`config.mk`:
```
export PLATFORM = sky130hd
export DESIGN_NAME = mux_pipe_stage
export DESIGN_NICKNAME = d
export VERILOG_FILES = /design/src/rtl/mux_pipe_stage.sv
export SDC_FILE = /design/constraint.sdc
export NUM_CORES = 1
export LEC_CHECK = 0
export ABC_AREA = 1
export CAP_MARGIN = 20
export CORE_MARGIN = 3
export CORE_UTILIZATION = 40
export CTS_BUF_LIST = sky130_fd_sc_hd__clkbuf_4 sky130_fd_sc_hd__clkbuf_8
export CTS_CLUSTER_SIZE = 25
export DETAILED_ROUTE_END_ITERATION = 16
export GPL_TIMING_DRIVEN = 0
export PLACE_DENSITY = 0.73
export SYNTH_ARGS = -nofsm -noshare
export SYNTH_HDL_FRONTEND = slang
export SYNTH_SLANG_ARGS = --single-unit
```
`constraint.sdc`:
```
create_clock -name clk -period 1.15 [get_ports clk]
set_input_delay 0.115 -clock clk [delete_from_list [all_inputs] [get_ports clk]]
set_output_delay 0.115 -clock clk [all_outputs]
set_load 0.01 [all_outputs]
```
`src/rtl/mux_pipe_stage.sv`:
```
// Registered 2:1 operand select feeding a 2-entry skid buffer.
// Valid/ready on both sides; in_ready and out are pure register outputs.
module mux_pipe_stage #(
  parameter int WIDTH = 8
) (
  input  logic             clk,
  input  logic             rst_,
  input  logic [WIDTH-1:0] data_a,
  input  logic [WIDTH-1:0] data_b,
  input  logic             sel_a,
  input  logic             in_valid,
  output logic             in_ready,
  output logic [WIDTH-1:0] out,
  output logic             out_valid,
  input  logic             out_ready,
  output logic [1:0]       level
);

  // Handshake: a word moves on any rising edge where valid & ready are both 1;
  // a producer holding valid must keep its payload stable until accepted.
  typedef enum logic [1:0] {
    ST_EMPTY = 2'd0,
    ST_ONE   = 2'd1,
    ST_FULL  = 2'd2
  } state_t;

  state_t           r_state;
  logic [WIDTH-1:0] r_entry0;
  logic [WIDTH-1:0] r_entry1;
  logic             r_in_ready;
  logic             r_out_valid;
  logic [1:0]       r_level;

  logic [WIDTH-1:0] w_sel;
  logic             w_accept;
  logic             w_xfer;

  assign w_sel    = sel_a ? data_a : data_b;
  assign w_accept = in_valid & r_in_ready;
  assign w_xfer   = r_out_valid & out_ready;

  always_ff @(posedge clk) begin
    if (!rst_) begin
      r_state     <= ST_EMPTY;
      r_entry0    <= '0;
      r_entry1    <= '0;
      r_in_ready  <= 1'b1;
      r_out_valid <= 1'b0;
      r_level     <= 2'd0;
    end else begin
      case (r_state)
        ST_EMPTY: begin
          if (w_accept) begin
            r_entry0    <= w_sel;
            r_state     <= ST_ONE;
            r_out_valid <= 1'b1;
            r_level     <= 2'd1;
          end
        end
        ST_ONE: begin
          if (w_accept && w_xfer) begin
            r_entry0 <= w_sel;
          end else if (w_accept) begin
            r_entry1   <= w_sel;
            r_state    <= ST_FULL;
            r_in_ready <= 1'b0;
            r_level    <= 2'd2;
          end else if (w_xfer) begin
            r_state     <= ST_EMPTY;
            r_out_valid <= 1'b0;
            r_level     <= 2'd0;
          end
        end
        ST_FULL: begin
          // in_ready is low here, so only the drain case exists.
          if (w_xfer) begin
            r_entry0   <= r_entry1;
            r_state    <= ST_ONE;
            r_in_ready <= 1'b1;
            r_level    <= 2'd1;
          end
        end
        default: begin
          r_state     <= ST_EMPTY;
          r_in_ready  <= 1'b1;
          r_out_valid <= 1'b0;
          r_level     <= 2'd0;
        end
      endcase
    end
  end

  assign in_ready  = r_in_ready;
  assign out       = r_entry0;
  assign out_valid = r_out_valid;
  assign level     = r_level;

endmodule

```
==> flow_summary.ini <==
[critical_path]
path_buf_inv = 3
crit_top_cell = nand2_1
reg2reg_from = level[1]$_SDFFE_PN0P_
reg2reg_slack_ps = -10
cp_top_family = simple AND/OR/NAND/NOR gates
critPathArrivalTime_ps = 1400
critPathKind = flop to flop
crit_required_ps = 1390
cp_max_fo = 9
critPathLaunchType = flop
cpMaxStageDelayCell = dfxtp_4
critical-path-max-stage-delay_ps = 420
timing.rr.end = level[0]$_SDFFE_PN0P_
endpoint_kind = flop
crit_chain = inv_4, nor2_4, buf_6, inv_6, nand2_1, nand2_1, nand2_1, nand2_1, nor2_1
r2r.worst_path.cells = 9

[clock_network]
clock-sinks = 20
cts_root_buf = clkbuf_4
path_clk_slew_ps = 120
cts_max_level = 1
insertion_delay_ps = 300
numCtsBuffers = 3
cts_tree = done
cts_max_path_buffers = 2
ctsHoldBuffers = 0

[die]
fp-row-count = 18
initial_core_util_pct = 42.6
die_area_um2 = 3340
io_pins = 33
die_y_um = 57.8
coreArea_um2 = 2520
dieWidth_um = 57.8

[synth]
ys.flop_type = dfxtp_1
synth_common_cells = nand2_1, inv_1, dfxtp_1, nor2_1, o21ai_0
synth.area.top_cells = dfxtp_1, nand2_1, inv_1
async_flop_share_pct = 0
synth_edf_count = 0
synth.net_count = 197
synth-seq-cells = 20
synth_top_area_share_pct = 37.3
synth_area_um2 = 1070
avgSynthCellArea_um2 = 6.11
synth_cell_types = 15
ys_seq_area_share_pct = 37.3
yosys.area.top_type = dfxtp_1
yosys_warnings = 0
yosysMostFrequentCell = nand2_1
syn_inst = 176

[drt]
routed-via-count = 1100
wl_per_cell_um = 9.73
wirelength_um = 2380
dr.first_iter.drc_count = 22
final_antenna_net_count = 0
dr.pass1.iters = 4
vias_per_cell = 4.51
drcViolationCount = 0

[placed_design]
pre_cts_slack_ps = -364
place_congestion = 0.877
place_hpwl_um = 1820
port-buffer-count = 31

[timing]
tns_ps = -11.2
final_hold_viol_count = 0
relSlewSlack_pct = 68.0
fin_crit_sh_pct = 101
setup-violations-final = 1
final-max-slew-violation-count = 0
rsz0062_at_grt = yes
clock_skew_ps = 1.89
tightestPinTransition_ps = 480
fmax_mhz = 861
finalCriticalPeriod_ps = 1160
layout_setup_ws_ps = -11.2

[pwr]
vdd_drop_max_uv = 1050
p_per_area_nw_per_um2 = 1440
p_leak_uw = 0.000775

[finish]
utilization_pct = 61.4
drive_gt1_share_pct = 14.0
syn_to_final_growth_pct = 44.0
nets = 236
fillCellCount = 247
n_antenna_cell = 0

[hold_path]
min_delay_path_depth = 3
holdPathEnd = r_entry1[3]$_SDFFE_PN0P_
worstHoldStart = rst_
hp-class = input port to flop

[run]
drv_cap = 0

[global_route]
grt_max_degree = 13
grt_pass1_vias = 971
overflow = 0
grt_pass1_wl_um = 3930
track_usage_pct = 14.6
antenna_found_initial = 0

[run_status]
violations = negative setup slack
status = complete, but fails checks
==> routing by layer <==
metal | part of all wire (%) | GRT usage, % | vias up
met5 | 0 | 0 | -
met4 | 1.4 | 5.96 | 0
met3 | 5.2 | 1.11 | 4
met2 | 48 | 26.1 | 27
met1 | 46 | 17.8 | 464
li1 | - | - | 605
==> flip-flops by register name, summed over array words and instances (netlist names) <==
name,cells
out,8
r_entry1,8
level,2
in_ready,1
out_valid,1
==> worst max-delay path by stage <==
| stage | slack [ps] | startpoint | to | cells after the start |
|---|---|---|---|---|
| 2_1_floorplan | 10 | in_ready$_SDFFE_PN1P_ | out[5]$_SDFFE_PN0P_ | 7 |
| 3_3_place_gp | -320 | in_valid | out[7]$_SDFFE_PN0P_ | 8 |
| 3_5_place_dp | -360 | in_valid | out[5]$_SDFFE_PN0P_ | 8 |
| 4_1_cts | 0.8 | in_ready$_SDFFE_PN1P_ | out[5]$_SDFFE_PN0P_ | 7 |
| 5_1_grt | -90 | level[1]$_SDFFE_PN0P_ | level[0]$_SDFFE_PN0P_ | 9 |
| 6_report | -10 | level[1]$_SDFFE_PN0P_ | level[0]$_SDFFE_PN0P_ | 9 |
==> cell usage in the layout, fill, tap and decap left out <==
cell type and n:
nor2_4 2, inv_4 1, dlygate4sd2_1 12, buf_6 3, dfxtp_1 16, nor2_1 17, nand2_4 1, o21ai_0 15
dfxtp_4 2, buf_4 3, inv_2 2, inv_1 27, nand3_1 1, inv_6 1, nand2_2 3, dfxtp_2 2
bufinv_16 1, buf_12 1, nand2_1 60, clkbuf_1 2, o21ai_2 2, o21ai_1 3, clkdlybuf4s50_1 19, clkbuf_4 3
nor2_2 2, a21oi_1 12, nand3_4 1
==> worst reg2reg max path: cells and delay by family (launching register included) <==
family	cells	cell delay, ps
DFF	1	420
buffers and inverters	3	260
and+or+nand+nor	6	420
==> cell type report <==
cell class                      instances  area [um^2]  area share [%]
Buffer                                  6         48.8            3.15
Clock buffer                            3         22.5            1.46
Clock inverter                          1         30.0            1.94
Inverter                               31          124            8.00
Multi-Input combinational cell        119          544            35.2
Sequential cell                        20          410            26.5
Tap cell                               30         37.5            2.43
Timing Repair Buffer                   34          330            21.3
==> metrics by stage <==
stage | instances | area (um^2) | hold slack, ps | total power (uW)
5_1_grt | 244 | 1550 | 206 | 2370
4_1_cts | 244 | 1530 | 174 | 2220
2_1_floorplan | 176 | 1080 | 310 | 1340
6_report | 244 | 1550 | 167 | 2230
3_5_place_dp | 237 | 1430 | 435 | 1650
3_3_place_gp | 237 | 1430 | 431 | 1630
==> kinds of logic after synthesis <==
group                  after synthesis  synth area share (%)
AOI/OAI and AO/OA                   32                  15.6
DFF                                 20                  37.3
buffers and inverters               37                  15.4
and+or+nand+nor                     87                  31.8
==> timing repair <==
| action | in CTS | in global routing |
|---|---|---|
| setup endpoints to repair | 30 | 17 |
| resized for setup | 24 | 9 |
| pin swaps | 3 | 1 |
| setup buffers | 3 | 0 |
==> where the power goes <==
part | internal [uW] | switching [uW] | leakage, uW | total, uW
clock network | 352 | 229 | 0.0000279 | 581
registers | 814 | 74.4 | 0.000166 | 888
logic | 354 | 409 | 0.000581 | 763
Note: power is estimated with default switching activity, not from simulation.
